[src/rtl/latch_wr_arbiter_if.sv]
// Bus between the write arbiter and its requesters / latch bank.
// The arbiter sits on the slave side; the requester environment drives the master side.
interface latch_wr_arbiter_if #(
  parameter int unsigned NREQ = 4,
  parameter int unsigned AW   = 3,
  parameter int unsigned DW   = 8
);
  localparam int unsigned NE = 2**AW;

  logic [NREQ-1:0]    req;
  logic [NREQ*DW-1:0] wdata;
  logic [NREQ*AW-1:0] waddr;
  logic               clr_req;
  logic [NREQ-1:0]    ack;
  logic [DW-1:0]      lat_d;
  logic [NE-1:0]      lat_en;
  logic [NE-1:0]      lat_rst;
  logic               busy;
  logic               clr_done;

  modport master (
    output req, wdata, waddr, clr_req,
    input  ack, lat_d, lat_en, lat_rst, busy, clr_done
  );

  modport slave (
    input  req, wdata, waddr, clr_req,
    output ack, lat_d, lat_en, lat_rst, busy, clr_done
  );
endinterface

[src/rtl/latch_wr_arbiter.sv]
// Round-robin write arbiter driving a bank of 2**AW reset-able D latches with a
// glitch-free SETUP/PULSE/HOLD write sequence and a one-entry-per-cycle clear sweep.
module latch_wr_arbiter #(
  parameter int unsigned NREQ = 4,
  parameter int unsigned AW   = 3,
  parameter int unsigned DW   = 8
) (
  input  logic               clk,
  input  logic               reset,
  latch_wr_arbiter_if.slave  bus
);
  localparam int unsigned NE = 2**AW;
  localparam int unsigned IW = (NREQ > 1) ? $clog2(NREQ) : 1;
  localparam logic [IW-1:0] LAST_INIT = IW'(NREQ - 1);

  typedef enum logic [2:0] {
    S_IDLE  = 3'd0,
    S_SETUP = 3'd1,
    S_PULSE = 3'd2,
    S_HOLD  = 3'd3,
    S_CLEAR = 3'd4
  } state_t;

  state_t         r_state;
  state_t         w_state_nxt;

  logic [IW-1:0]  r_last;
  logic [IW-1:0]  r_winner;
  logic [AW-1:0]  r_addr;
  logic [AW-1:0]  r_cnt;
  logic [AW-1:0]  w_cnt_nxt;
  logic           r_clr_pend;
  logic           w_clr_go;
  logic           w_found;
  logic [IW-1:0]  w_grant;

  logic [NREQ-1:0] r_ack,      w_ack_nxt;
  logic [DW-1:0]   r_lat_d,    w_lat_d_nxt;
  logic [NE-1:0]   r_lat_en,   w_lat_en_nxt;
  logic [NE-1:0]   r_lat_rst,  w_lat_rst_nxt;
  logic            r_busy,     w_busy_nxt;
  logic            r_clr_done, w_clr_done_nxt;

  function automatic logic [IW-1:0] rr_idx(input logic [IW-1:0] last, input int unsigned k);
    int unsigned s;
    s = (32'(last) + 32'd1 + k) % NREQ;
    return IW'(s);
  endfunction

  // First requesting index at or after last_winner+1, wrapping
  always_comb begin
    w_found = 1'b0;
    w_grant = r_last;
    for (int unsigned k = 0; k < NREQ; k++) begin
      if (!w_found && bus.req[rr_idx(r_last, k)]) begin
        w_found = 1'b1;
        w_grant = rr_idx(r_last, k);
      end
    end
  end

  assign w_clr_go  = bus.clr_req | r_clr_pend;
  assign w_cnt_nxt = (r_state == S_CLEAR) ? r_cnt + AW'(1) : '0;

  always_ff @(posedge clk or posedge reset) begin
    if (reset) r_state <= S_IDLE;
    else       r_state <= w_state_nxt;
  end

  // A pending clear outranks any write request in IDLE
  always_comb begin
    w_state_nxt = r_state;
    unique case (r_state)
      S_IDLE: begin
        if (w_clr_go)     w_state_nxt = S_CLEAR;
        else if (w_found) w_state_nxt = S_SETUP;
      end
      S_SETUP: w_state_nxt = S_PULSE;
      S_PULSE: w_state_nxt = S_HOLD;
      S_HOLD:  w_state_nxt = S_IDLE;
      S_CLEAR: if (&r_cnt) w_state_nxt = S_IDLE;
      default: w_state_nxt = S_IDLE;
    endcase
  end

  // Next output values keyed on the state being entered, so every output is a flop
  always_comb begin
    w_lat_d_nxt    = r_lat_d;
    w_lat_en_nxt   = '0;
    w_lat_rst_nxt  = '0;
    w_ack_nxt      = '0;
    w_clr_done_nxt = 1'b0;
    w_busy_nxt     = (w_state_nxt != S_IDLE);
    unique case (w_state_nxt)
      S_SETUP: w_lat_d_nxt    = bus.wdata[w_grant*DW +: DW];
      S_PULSE: w_lat_en_nxt   = NE'(1) << r_addr;
      S_HOLD:  w_ack_nxt      = NREQ'(1) << r_winner;
      S_CLEAR: w_lat_rst_nxt  = NE'(1) << w_cnt_nxt;
      S_IDLE:  w_clr_done_nxt = (r_state == S_CLEAR);
      default: w_busy_nxt     = 1'b0;
    endcase
  end

  always_ff @(posedge clk or posedge reset) begin
    if (reset) begin
      r_lat_d    <= '0;
      r_lat_en   <= '0;
      r_lat_rst  <= '0;
      r_ack      <= '0;
      r_busy     <= 1'b0;
      r_clr_done <= 1'b0;
    end else begin
      r_lat_d    <= w_lat_d_nxt;
      r_lat_en   <= w_lat_en_nxt;
      r_lat_rst  <= w_lat_rst_nxt;
      r_ack      <= w_ack_nxt;
      r_busy     <= w_busy_nxt;
      r_clr_done <= w_clr_done_nxt;
    end
  end

  // Transaction capture, round-robin pointer, sweep counter and deferred clear
  always_ff @(posedge clk or posedge reset) begin
    if (reset) begin
      r_last     <= LAST_INIT;
      r_winner   <= '0;
      r_addr     <= '0;
      r_cnt      <= '0;
      r_clr_pend <= 1'b0;
    end else begin
      r_cnt <= w_cnt_nxt;
      if (r_state == S_IDLE && w_state_nxt == S_SETUP) begin
        r_winner <= w_grant;
        r_addr   <= bus.waddr[w_grant*AW +: AW];
      end
      if (r_state == S_HOLD) r_last <= r_winner;
      if (r_state == S_IDLE && w_state_nxt == S_CLEAR) begin
        r_clr_pend <= 1'b0;
      end else if (bus.clr_req &&
                   (r_state == S_SETUP || r_state == S_PULSE || r_state == S_HOLD)) begin
        r_clr_pend <= 1'b1;
      end
    end
  end

  assign bus.ack      = r_ack;
  assign bus.lat_d    = r_lat_d;
  assign bus.lat_en   = r_lat_en;
  assign bus.lat_rst  = r_lat_rst;
  assign bus.busy     = r_busy;
  assign bus.clr_done = r_clr_done;

  // Latch-bank safety: single enable, never enable and reset together, single ack
  a_en_onehot: assert property (@(posedge clk) disable iff (reset) $onehot0(r_lat_en));
  a_ack_onehot: assert property (@(posedge clk) disable iff (reset) $onehot0(r_ack));
  a_en_rst_excl: assert property (@(posedge clk) disable iff (reset)
                                  !((|r_lat_en) && (|r_lat_rst)));
endmodule

[src/flat_wrapper.sv]
// flat-port wrapper written by rule: the top's interface ports become plain ports
module latch_wr_arbiter_flat 
#(
  parameter int unsigned NREQ = 4,
  parameter int unsigned AW   = 3,
  parameter int unsigned DW   = 8
)
  (clk, reset, bus_req, bus_wdata, bus_waddr, bus_clr_req, bus_ack, bus_lat_d, bus_lat_en, bus_lat_rst, bus_busy, bus_clr_done);
  latch_wr_arbiter_if #(.NREQ(NREQ), .AW(AW), .DW(DW)) bus_i ();
  input  logic clk;
  input  logic reset;
  input wire logic [$bits(bus_i.req)-1:0] bus_req;
  input wire logic [$bits(bus_i.wdata)-1:0] bus_wdata;
  input wire logic [$bits(bus_i.waddr)-1:0] bus_waddr;
  input wire logic [$bits(bus_i.clr_req)-1:0] bus_clr_req;
  output wire logic [$bits(bus_i.ack)-1:0] bus_ack;
  output wire logic [$bits(bus_i.lat_d)-1:0] bus_lat_d;
  output wire logic [$bits(bus_i.lat_en)-1:0] bus_lat_en;
  output wire logic [$bits(bus_i.lat_rst)-1:0] bus_lat_rst;
  output wire logic [$bits(bus_i.busy)-1:0] bus_busy;
  output wire logic [$bits(bus_i.clr_done)-1:0] bus_clr_done;
  assign bus_i.req = bus_req;
  assign bus_i.wdata = bus_wdata;
  assign bus_i.waddr = bus_waddr;
  assign bus_i.clr_req = bus_clr_req;
  assign bus_ack = bus_i.ack;
  assign bus_lat_d = bus_i.lat_d;
  assign bus_lat_en = bus_i.lat_en;
  assign bus_lat_rst = bus_i.lat_rst;
  assign bus_busy = bus_i.busy;
  assign bus_clr_done = bus_i.clr_done;
  latch_wr_arbiter #(.NREQ(NREQ), .AW(AW), .DW(DW)) u_core (.clk(clk), .reset(reset), .bus(bus_i));
endmodule
[config.mk]
export PLATFORM = sky130hd
export DESIGN_NAME = latch_wr_arbiter_flat
export DESIGN_NICKNAME = d
export VERILOG_FILES = /design/src/rtl/latch_wr_arbiter_if.sv /design/src/rtl/latch_wr_arbiter.sv /design/src/flat_wrapper.sv
export SDC_FILE = /design/constraint.sdc
export NUM_CORES = 1
export LEC_CHECK = 0
export CORE_UTILIZATION = 44
export DETAILED_ROUTE_END_ITERATION = 6
export PLACE_DENSITY = 0.8
export SYNTH_ARGS = -nofsm -noshare
export SYNTH_HDL_FRONTEND = slang
export SYNTH_SLANG_ARGS = --single-unit
[constraint.sdc]
create_clock -name clk -period 2 [get_ports clk]
set_input_delay 0.3 -clock clk [delete_from_list [all_inputs] [get_ports clk]]
set_output_delay 0.3 -clock clk [all_outputs]
set_load 0.02 [all_outputs]
# [Yosys cells after proc, flatten, opt, wreduce, memory -nomap -nowiden]
# Cells that the tools add are included.
[word_totals] regBits=44 rom_bits=0 ramBits=0 latchBits=0 n_memories=0 input_bits=51 wordCells=81
[classes] eq_ne=8 add_sub_neg=5 n_reduce_logical=17 n_div=0 multipliers=1 n_lt_le_gt_ge=4 mux=28 n_shift=5 n_bitwise=1
[op_table] op="variable part select 32 x 6 -> 8 bit" count=1
[op_table] op="2-to-1 mux 8 bit" count=2
[op_table] op="<< shifter 1 x 3 -> 8 bit (first input constant)" count=2
[op_table] op="equality test 3 x 2 -> 1 bit (second input constant)" count=4
[op_table] op="less-than comparator 2 x 3 -> 1 bit (second input constant)" count=4
[op_table] op="2-to-1 mux 1 bit" count=12
[op_table] op="2-to-1 mux 3 bit" count=4
[op_table] op="case mux 3 bit (4 select lines)" count=1
[op_table] op="variable part select 12 x 5 -> 3 bit" count=1
[op_table] op="binary-select mux 1 bit (select 2 bit)" count=4
[op_table] op="2-to-1 mux 2 bit" count=4
[op_table] op="equality test 3 x 1 -> 1 bit (second input constant)" count=2
[op_table] op="equality test 3 bit (second input constant)" count=2
[op_table] op="logical AND 1 bit" count=6
[op_table] op="zero test 3 bit" count=2
[op_table] op="OR reduction 5 bit" count=1
[op_table] op="adder 2 x 1 -> 2 bit (second input constant)" count=2
[op_table] op="adder 2 bit (second input constant)" count=2
[op_table] op="multiplier 2 x 2 -> 4 bit (second input constant)" count=1
[op_table] op="2-to-1 mux 4 bit" count=1
[op_table] op="<< shifter 1 x 2 -> 4 bit (first input constant)" count=1
[op_table] op="adder 3 x 1 -> 3 bit (second input constant)" count=1
[op_table] op="zero test 1 bit" count=3
[op_table] op="AND reduction 3 bit" count=1
[op_table] op="other kinds (4)" count=5

# [Depth between registers and ports, before layout]
# Gate-level depths: netlist of the first run.
[depth] ltp_word=19 depth_mapped=7 ltp_nobuf=6

# [Worst setup path after synthesis of the first run]
# OpenSTA, ideal clock, no wires.
[synth_path] path_kind="register -> register" start="register u_core.r_last[1]" end="register u_core.r_lat_d[3] (netlist: u_core.bus.lat_d[3])" path_stages_with_launch=8 synth_period_minus_slack_ns=1.637 setup_slack_ns=0.363 required_time_ns=1.868 setup_ns=0.132 t_arrival_ns=1.505 path_buffers=2 cell_sequence="dfstp_2 nand2_1 a31oi_1 and2_1 buf_6 buf_12 mux2i_1 o221ai_2"
[synth_via] elab_chain_cells=17 word_cells_on_any_way=31
[synth_lines] item="from (decl)" line_no="latch_wr_arbiter.sv:27" text="logic [IW-1:0] r_last;"
[synth_lines] item="from (signal assigned)" line_no="latch_wr_arbiter.sv:136" text="if (r_state == S_HOLD) r_last <= r_winner;"
[synth_lines] item="parallel branches: the longest is 17 deep, another holds adder 2 x 1 -> 2 bit"
[synth_lines] item="to (signal assigned)" line_no="latch_wr_arbiter.sv:113" text="r_lat_d <= w_lat_d_nxt;"
[synth_lines] item="to (decl)" line_no="latch_wr_arbiter.sv:38" text="logic [DW-1:0] r_lat_d, w_lat_d_nxt;"
# Several ways; the timed one is not identified. The select of a mux whose other input is x is not followed.
# A chain may end at the register's enable or synchronous reset.

# [Worst setup path in the final report of the first run]
[layout_path] start="input port bus_req[1]" end="register u_core.r_lat_d[5] (netlist: u_core.bus.lat_d[5])"
[layout_via] elab_chain_cells=16 word_cells_on_any_way=27
[layout_lines] item="from (decl)" line_no="flat_wrapper.sv:12" text="input wire logic [$bits(bus_i.req)-1:0] bus_req;"
[layout_lines] item="binary-select mux 1 bit (select 2 bit)" line_no="latch_wr_arbiter.sv:55" text="if (!w_found && bus.req[rr_idx(r_last, k)]) begin"
[layout_lines] item="2-to-1 mux 1 bit (not written as such)" line_no="latch_wr_arbiter.sv:55"
[layout_lines] item="2-to-1 mux 1 bit" line_no="latch_wr_arbiter.sv:55"
[layout_lines] item="zero test 1 bit" line_no="latch_wr_arbiter.sv:55"
[layout_lines] item="logical AND 1 bit" line_no="latch_wr_arbiter.sv:55"
[layout_lines] item="2-to-1 mux 1 bit" line_no="latch_wr_arbiter.sv:55"
[layout_lines] item="zero test 1 bit" line_no="latch_wr_arbiter.sv:55"
[layout_lines] item="logical AND 1 bit" line_no="latch_wr_arbiter.sv:55"
[layout_lines] item="2-to-1 mux 1 bit" line_no="latch_wr_arbiter.sv:55"
[layout_lines] item="zero test 1 bit" line_no="latch_wr_arbiter.sv:55"
[layout_lines] item="logical AND 1 bit" line_no="latch_wr_arbiter.sv:55"
[layout_lines] item="2-to-1 mux 1 bit" line_no="latch_wr_arbiter.sv:55"
[layout_lines] item="2-to-1 mux 3 bit" line_no="latch_wr_arbiter.sv:76" text="else if (w_found) w_state_nxt = S_SETUP;"
[layout_lines] item="2-to-1 mux 3 bit" line_no="latch_wr_arbiter.sv:75" text="if (w_clr_go) w_state_nxt = S_CLEAR;"
[layout_lines] item="case mux 3 bit (4 select lines)" line_no="latch_wr_arbiter.sv:73" text="unique case (r_state)"
[layout_lines] item="equality test 3 x 1 -> 1 bit" line_no="latch_wr_arbiter.sv:94" text="unique case (w_state_nxt)"
# Several ways; a longest one is shown, not always the timed one. The select of a mux whose other input is x is not followed.

==> flow_metrics.py, run 1 <==
metrics = {
    "synthesis": {
        "synth_compound_area_share_pct": 11.9,
        "synth_top_area_cell": "dfrtp_1",
        "syn-mean-instance-area_um2": 11.6,
        "synthMuxAreaShare_pct": 10.3,
        "synth-seq-cells": 44,
        "netlist_instances": 185,
        "yosys_warnings": 0,
        "syn_area_mm2": 0.00215,
        "synth_common_cells": "dfrtp_1 (42), nand2_1 (23), mux2i_1 (21), nor2_1 (19), o221ai_2 (10)",
        "synthAdderAreaFrac_pct": 1.16,
        "synth-simple-area-share_pct": 18.8,
        "yosysSeqAreaShare_pct": 51.4,
        "synth_ff_type": "dfrtp_1",
        "synthTopCellsByArea": "dfrtp_1 (49%), mux2i_1 (9.8%), o221ai_2 (7.0%)",
        "syn_nets": 238,
        "synth_xor_area_share_pct": 0.408,
        "ys_async_sr_fraction_pct": 100,
        "synth_top_family_by_area": "simple AND/OR/NAND/NOR gates",
        "synth.most_common_cell": "dfrtp_1",
        "synth_top_area_share_pct": 48.9,
        "synth-edff-count": 0,
        "netlist-cell-type-count": 41,
    },
    "critical_path": {
        "endpoint_kind": "register",
        "critical_path_required_ns": 2.17,
        "crit_path_top_delay_cell": "clkdlybuf4s50_1",
        "path_max_fanout": 21,
        "reg2reg_slack_ns": 0.23,
        "slowest_delay_ns": 0.49,
        "crit_arrival_ns": 1.98,
        "crit_chain": "clkdlybuf4s50_1 > o21a_1 > o21ai_0 > and2_1 > buf_12 > mux2i_1 > o221ai_2",
        "path_class": "in2reg",
        "start_kind": "primary input",
    },
    "timing": {
        "drv_slew": 0,
        "layout_min_cycle_time_ns": 1.81,
        "fin_ws_ns": 0.187,
        "holdWs_ns": 0.343,
        "fmax_ghz": 0.552,
        "hold_viol_final": 0,
        "rsz0062_at_grt": "false",
        "finalSetupViolCount": 0,
        "fin_crit_sh_pct": 90.6,
        "skew_ns": 0.00641,
        "slew_headroom_pct": 65.9,
        "worst_pin_slew_ns": 0.504,
    },
    "clock_tree": {
        "cts_buffer_depth": 2,
        "clkTransAtPathRegs_ns": 0.09,
        "cts_made_buffers": 5,
        "cts_tree": "done",
        "cts_resized": 0,
        "hold_buffers": 0,
        "cts_max_level": 2,
        "clock_latency_ns": 0.29,
        "cts_setup_buffers": 0,
        "clock_sinks": 44,
        "cts_root_buf": "clkbuf_8",
    },
    "pwr": {
        "power_density_mw_per_mm2": 1100,
        "vdd_drop_max_uv": 587,
        "p_leak_nw": 1.39,
    },
    "cells_and_area": {
        "layout-drive-gt1-share_pct": 14.4,
        "final_nets": 322,
        "stdcell_area_mm2": 0.00312,
        "syn_to_final_growth_pct": 45.0,
        "layout.cells.non_filler": 337,
        "utilization_pct": 66.0,
        "num_antenna_cells": 0,
    },
    "detailed_routing": {
        "via_count": 1672,
        "postRouteAntennaNets": 0,
        "drt_iter0_markers": 58,
        "totalWireLength_um": 4500,
        "dr.pass1.iters": 4,
        "drc": 0,
        "vias_per_cell": 4.96,
        "wl_per_cell_um": 13.4,
    },
    "die": {
        "die_area_mm2": 0.00517,
        "core-area_mm2": 0.00472,
        "ios": 81,
        "num_rows": 25,
        "die_h_um": 71.9,
        "die_w_um": 71.9,
        "floorplan.initialDensity_pct": 45.5,
    },
    "grt": {
        "antenna_found_initial": 0,
        "grt_use_total_pct": 17.9,
        "grt_pass1_vias": 1506,
        "grt_overflow": 0,
        "grt_max_degree": 45,
        "grt_first_pass_wirelength_um": 6970,
    },
    "place": {
        "dp_hpwl_um": 3340,
        "dpl_cell_area_mm2": 0.00300,
        "port_buffers": 80,
        "dp_cells": 329,
        "dp_slack_ns": -0.121,
        "place.gp.congestion": 0.807,
    },
    "run_status": {
        "outcome": "finished clean",
    },
    "hold_path": {
        "min_path_type": "in2async",
    },
    "flow_run": {
        "drv_cap": 0,
    },
}
-- cell type report --
type | count | area (um^2)
Sequential cell | 44 | 1100
Clock inverter | 3 | 47.5
Timing Repair Buffer | 86 | 871
Fill cell | 374 | 1610
Multi-Input combinational cell | 125 | 915
Clock buffer | 5 | 68.8
Tap cell | 67 | 83.8
Inverter | 7 | 26.3
-- power breakdown --
group	internal, mW	leakage, nW	total (mW)	switching (mW)
combinational	0.699	0.767	1.40	0.698
sequential	1.14	0.566	1.34	0.200
clock	0.376	0.0583	0.691	0.315
-- state kept, by name (all words and copies together) (netlist names) --
signal,flops
u_core.bus.lat_d,8
u_core.bus.lat_en,8
u_core.bus.lat_rst,8
u_core.bus.ack,4
u_core.r_addr,3
u_core.r_cnt,3
u_core.r_state,3
u_core.r_last,2
u_core.r_winner,2
u_core.bus.busy,1
u_core.bus.clr_done,1
u_core.r_clr_pend,1
-- placed cells by master (no fill, tap or decap), drive strengths merged, types with 3 or more instances in the layout --
cell,netlist,routed
nor2,21,21
buf,8,6
dfrtp,42,42
inv,7,7
and3,4,4
nand2b,7,7
o221ai,10,10
a21oi,3,3
nand2,23,23
mux2i,21,21
clkbuf,1,5
nor3,9,9
nand3,4,4
clkdlybuf4s50,0,80
-- per-layer routing --
metal  GRT usage [%]  routed length [um]  vias up
li1                -                   -      817
met1            24.8                2150      791
met2            27.0                2050       59
met3            3.66                 248        5
met4            8.28                  59        0
met5               0                   0        -
-- worst max-delay path: cells and delay by family --
family	cells	cell delay, ns
buffers and inverters	2	0.69
muxes	1	0.25
and+or+nand+nor	1	0.21
AOI/OAI and AO/OA	3	0.52
-- final timing paths --
check                                        end               start  cells past startpoint
setup / recovery             u_core.bus.lat_d[5]          bus_req[1]                      7
hold / removal             u_core.bus.lat_rst[5]               reset                      3
setup reg to reg           u_core.bus.lat_rst[0]     u_core.r_cnt[0]                      4
hold reg to reg                u_core.bus.ack[1]  u_core.r_winner[1]                      1
max in group asynchronous       u_core.r_last[0]               reset                      3
min in group clk               u_core.bus.ack[1]  u_core.r_winner[1]                      1
-- logic make-up (layout without fill, tap and decap cells) --
kind of cell,after synthesis,after routing
buf+inv,16,101
flops,44,44
fa+ha+maj,2,2
simple gates,76,76
xor+xnor,1,1
mux,22,22
compound gates,24,24
-- per-stage QoR --
step           TNS (ns)  total power [mW]
2_1_floorplan         0              2.21
3_3_place_gp     -0.392              2.73
3_5_place_dp     -0.953              2.76
4_1_cts               0              3.45
5_1_grt               0              3.64
6_report              0              3.43
Note: power is estimated with default switching activity, not from simulation.
==> run 2: changes to the inputs <==
Settings changed: GPL_TIMING_DRIVEN set to 0.
==> run 2 against run 1 <==
Clock skew about the same. Global-route usage up 2.7 points. Worst setup slack worse by 0.064 ns. Routed wire length up 8.3%. Largest power group unchanged. Sequential power down 3%. Sequential cell count unchanged. Critical path depth up 1. Combinational power up 6%. Cell count up 0.89%. Utilization up 0.61 points. Register-to-register slack worse by 0.06 ns. Maximum frequency down 3.4%.
==> flow_metrics.py, run 2 (synthesis results as in run 1) <==
metrics = {
    "critical_path": {
        "endpoint_kind": "register",
        "crit_buf_inv": 3,
        "crit_path_top_delay_cell": "clkdlybuf4s50_1",
        "critical-path-top-delay-family": "buffers and inverters",
        "reg2regPathDepth": 7,
        "cp.depth": 8,
        "start_kind": "primary input",
        "crit_arrival_ns": 2.05,
        "slowest_delay_ns": 0.48,
        "crit_chain": "clkdlybuf4s50_1 > o21a_1 > o21ai_0 > and2_1 > buf_6 > buf_12 > mux2i_1 > o221ai_2",
        "path_max_fanout": 10,
        "critical_path_required_ns": 2.17,
        "path_class": "in2reg",
    },
    "cells_and_area": {
        "mostFrequentLayoutCells": "clkdlybuf4s50_1 (80), dfrtp_1 (42), nand2_1 (23), mux2i_1 (21), nor2_1 (19)",
        "num_antenna_cells": 0,
        "fillers": 379,
        "syn_to_final_growth_pct": 46.4,
        "final_common_cell": "clkdlybuf4s50_1",
        "regArea_mm2": 0.00110,
        "multi_input_area_um2": 915,
        "layout-drive-gt1-share_pct": 15.0,
        "final_nets": 325,
    },
    "pwr": {
        "power_mw": 3.45,
        "p_leak_nw": 1.41,
        "vdd_drop_max_uv": 770,
        "power_density_mw_per_mm2": 1100,
    },
    "clock_tree": {
        "clock_sinks": 44,
        "cts_made_buffers": 5,
        "cts_setup_buffers": 0,
        "cts_buffer_depth": 2,
        "clock_latency_ns": 0.30,
        "cts_resized": 0,
        "hold_buffers": 0,
        "cts_max_level": 2,
        "cts_root_buf": "clkbuf_8",
        "clkTransAtPathRegs_ns": 0.08,
        "cts_tree": "done",
    },
    "die": {
        "num_rows": 25,
        "ios": 81,
        "die_area_mm2": 0.00517,
        "core-area_mm2": 0.00472,
        "die_w_um": 71.9,
        "die_h_um": 71.9,
        "floorplan.initialDensity_pct": 45.5,
    },
    "grt": {
        "grt_max_degree": 45,
        "grt_use_total_pct": 20.6,
        "grt_pass1_vias": 1721,
        "grt_overflow": 0,
        "antenna_found_initial": 0,
        "grt_first_pass_wirelength_um": 8040,
    },
    "detailed_routing": {
        "via_count": 1708,
        "drt_iter0_markers": 102,
        "postRouteAntennaNets": 0,
        "drc": 0,
        "totalWireLength_um": 4880,
        "wl_per_cell_um": 14.3,
        "vias_per_cell": 5.02,
        "dr.pass1.iters": 4,
    },
    "place": {
        "place.gp.congestion": 0.786,
        "dp_slack_ns": -0.178,
        "dp_hpwl_um": 3520,
        "port_buffers": 80,
    },
    "timing": {
        "fin_crit_sh_pct": 93.9,
        "layout_min_cycle_time_ns": 1.88,
        "fin_ws_ns": 0.123,
        "fmax_ghz": 0.533,
        "rsz0062_at_grt": "false",
        "slew_headroom_pct": 39.5,
        "hold_viol_final": 0,
        "finalSetupViolCount": 0,
        "skew_ns": 0.00677,
        "worst_pin_slew_ns": 0.906,
        "holdWs_ns": 0.491,
        "drv_slew": 0,
    },
    "hold_path": {
        "min_path_type": "reg2reg",
        "min_path_cells": 1,
    },
    "run_status": {
        "outcome": "finished clean",
    },
    "flow_run": {
        "drv_cap": 0,
    },
}
## run 2: changes by cell type in the layout (fill, tap and decap cells not counted)
cell        change
buf_4           -3
buf_2           +2
buf_6           +2
clkinv_4        -2
buf_12          +1
clkbuf_1        +1
clkinv_2        +1
clkinvlp_4      +1
## run 2: stage by stage
stage	area [um^2]	utilization (%)	instances	TNS (ns)
after global routing	3140	66.6	340	0
after floorplan	2150	-	185	0
after detailed placement	3030	64.2	332	-1.50
after CTS	3140	66.6	340	0
after global placement	3030	64.2	332	-8.17
final	3140	66.6	340	0
## run 2: layout make-up
type	count	area share [%]
Inverter	7	0.836
Timing Repair Buffer	80	25.5
Multi-Input combinational cell	125	29.1
Clock buffer	5	2.19
Sequential cell	44	35.1
Buffer	9	3.30
Clock inverter	3	1.35
Tap cell	67	2.67
## run 2: per-layer routing
layer / up-vias / routed length [um] / global-route usage (%) / part of all wire [%]
met1: 812 / 2020 / 24.2 / 41
met5: - / 0 / 0 / 0
li1: 826 / - / - / -
met3: 5 / 366 / 5.91 / 7.5
met4: 0 / 79 / 8.71 / 1.6
met2: 65 / 2420 / 35.2 / 50
## run 2: final timing paths
kind | startpoint | endpoint | slack (ns)
setup reg to reg | u_core.r_last[1] | u_core.r_addr[1] | 0.17
min in group asynchronous | reset | u_core.bus.lat_en[2] | 0.52
hold reg to reg | u_core.r_winner[1] | u_core.bus.ack[0] | 0.49
setup / recovery | bus_req[1] | u_core.r_addr[1] | 0.12
max in group asynchronous | reset | u_core.bus.ack[3] | 0.92
hold / removal | u_core.r_winner[1] | u_core.bus.ack[0] | 0.49
## run 2: worst register-to-register path, cell delays in order (launching register included)
cell and delay [ns]:
dfstp_2 0.59, nand2_1 0.08, a31oi_1 0.20, and2_1 0.16, buf_6 0.13, buf_12 0.15, mux2i_1 0.27, o221ai_2 0.13
## run 2: power breakdown
part	internal, mW	switching (mW)
clock	0.370	0.307
sequential	1.14	0.158
combinational	0.710	0.768
total	2.22	1.23
==> run 3: changes to the inputs <==
Settings changed: CORE_UTILIZATION 44 to 47, PLACE_DENSITY 0.8 to 0.85.
Clock period 2 ns to 2.3 ns, I/O delays scaled along.
==> run 3 against run 2 <==
Highest routed layer unchanged. Die area decreased by 6.2%. Sequential power down 13%. Routed wire length fell by 5.5%. Critical endpoint is now u_core.r_addr[2]. Critical path depth is the same. Sequential share of layout area up 0.37 points. Via count increased by 0.12%. Sequential cell count unchanged. Clock skew rose by 0.00083 ns.
==> flow_metrics.py, run 3 (synthesis results as in run 1) <==
metrics = {
    "detailed_routing": {
        "vias_per_cell": 5.26,
        "dr.pass1.iters": 4,
        "via_count": 1710,
        "wl_per_cell_um": 14.2,
        "drt_iter0_markers": 90,
        "totalWireLength_um": 4610,
        "postRouteAntennaNets": 0,
        "drc": 0,
    },
    "critical_path": {
        "crit_arrival_ns": 2.03,
        "start_kind": "primary input",
        "path_max_fanout": 10,
        "path_class": "in2reg",
        "critical-path-top-delay-family": "buffers and inverters",
        "slowest_delay_ns": 0.48,
        "critical_path_required_ns": 2.48,
        "crit_path_top_delay_cell": "clkdlybuf4s50_1",
        "crit_buf_inv": 3,
        "crit_chain": "clkdlybuf4s50_1 > o21a_1 > o21ai_0 > and2_1 > buf_6 > buf_12 > mux2i_1 > o221ai_2",
        "endpoint_kind": "register",
    },
    "clock_tree": {
        "clkTransAtPathRegs_ns": 0.08,
        "cts_tree": "done",
        "hold_buffers": 0,
        "clock_latency_ns": 0.30,
        "cts_root_buf": "clkbuf_8",
        "cts_resized": 0,
        "cts_buffer_depth": 2,
        "clock_sinks": 44,
        "cts_setup_buffers": 0,
        "cts_made_buffers": 5,
        "cts_max_level": 2,
    },
    "timing": {
        "rsz0062_at_grt": "false",
        "worst_pin_slew_ns": 0.869,
        "skew_ns": 0.00760,
        "layout_min_cycle_time_ns": 1.85,
        "fin_ws_ns": 0.447,
        "setup_tns_ns": 0,
        "drv_slew": 0,
        "finalSetupViolCount": 0,
        "fmax_ghz": 0.540,
        "slew_headroom_pct": 42.0,
        "fin_crit_sh_pct": 80.6,
        "hold_viol_final": 0,
    },
    "pwr": {
        "vdd_drop_max_uv": 595,
        "p_leak_nw": 1.40,
        "power_density_mw_per_mm2": 938,
    },
    "cells_and_area": {
        "final_nets": 325,
        "final_common_cell": "clkdlybuf4s50_1",
        "num_antenna_cells": 0,
        "syn_to_final_growth_pct": 44.8,
        "utilization_pct": 71.0,
        "layout-drive-gt1-share_pct": 15.0,
        "mostFrequentLayoutCells": "clkdlybuf4s50_1 (80), dfrtp_1 (42), nand2_1 (23), mux2i_1 (21), nor2_1 (19)",
    },
    "grt": {
        "grt_first_pass_wirelength_um": 7950,
        "antenna_found_initial": 0,
        "grt-busiest-layer": "met2",
        "grt.met1_usage_pct": 25.0,
        "use_met3_pct": 5.23,
        "grt_use_total_pct": 20.9,
        "grt_max_degree": 45,
        "grt_overflow": 0,
        "use_met2_pct": 35.8,
        "grt_pass1_vias": 1767,
    },
    "place": {
        "port_buffers": 80,
        "place.gp.congestion": 0.788,
        "dp_hpwl_um": 3440,
        "dp_slack_ns": 0.126,
    },
    "die": {
        "ios": 81,
        "die_w_um": 69.6,
        "floorplan.initialDensity_pct": 49.0,
        "die_area_mm2": 0.00485,
        "num_rows": 24,
        "core-area_mm2": 0.00438,
        "die_h_um": 69.6,
    },
    "flow_run": {
        "drv_cap": 0,
    },
    "run_status": {
        "outcome": "finished clean",
    },
    "hold_path": {
        "min_path_type": "reg2reg",
    },
}
run 3: metrics by stage:
step	power [mW]	hold WS [ns]	area, um^2	cells
finish	2.92	0.482	3110	325
CTS	2.95	0.473	3110	325
floorplan	1.93	0.425	2150	185
detailed placement	2.43	0.444	3010	317
global placement	2.39	0.446	3010	317
global route	3.11	0.520	3110	325
run 3: metal layers:
layer	wire length [um]	share of wire, %
met1	1950	42
met2	2260	49
met3	313	6.8
met4	91	2.0
met5	0	0
run 3: layout make-up:
| class | instances | area, um^2 |
|---|---|---|
| flip-flops and latches | 44 | 1100 |
| clock buffers | 6 | 82.6 |
| inverters | 7 | 26.3 |
| clock inverters | 2 | 15.0 |
| repair buffers | 80 | 801 |
| plain buffers | 9 | 104 |
| multi-input cells | 125 | 915 |
| fillers | 335 | 1270 |
| well taps | 52 | 65.1 |
run 3: report_power, final:
| part | internal, mW | switching (mW) | leakage (nW) |
|---|---|---|---|
| Clock | 0.243 | 0.265 | 0.0434 |
| Sequential | 0.994 | 0.138 | 0.566 |
| Combinational | 0.618 | 0.660 | 0.787 |
| Total | 1.86 | 1.06 | 1.40 |
run 3: final timing paths:
| check | startpoint | end | slack [ns] | cells past startpoint |
|---|---|---|---|---|
| setup / recovery | bus_req[1] | u_core.r_addr[2] | 0.45 | 8 |
| hold / removal | u_core.r_winner[1] | u_core.bus.ack[1] | 0.48 | 1 |
| setup reg to reg | u_core.r_last[1] | u_core.r_addr[2] | 0.50 | 7 |
| hold reg to reg | u_core.r_winner[1] | u_core.bus.ack[1] | 0.48 | 1 |
| max in group asynchronous | reset | u_core.bus.lat_d[4] | 1.20 | 2 |
| min in group asynchronous | reset | u_core.bus.lat_rst[5] | 0.55 | 2 |
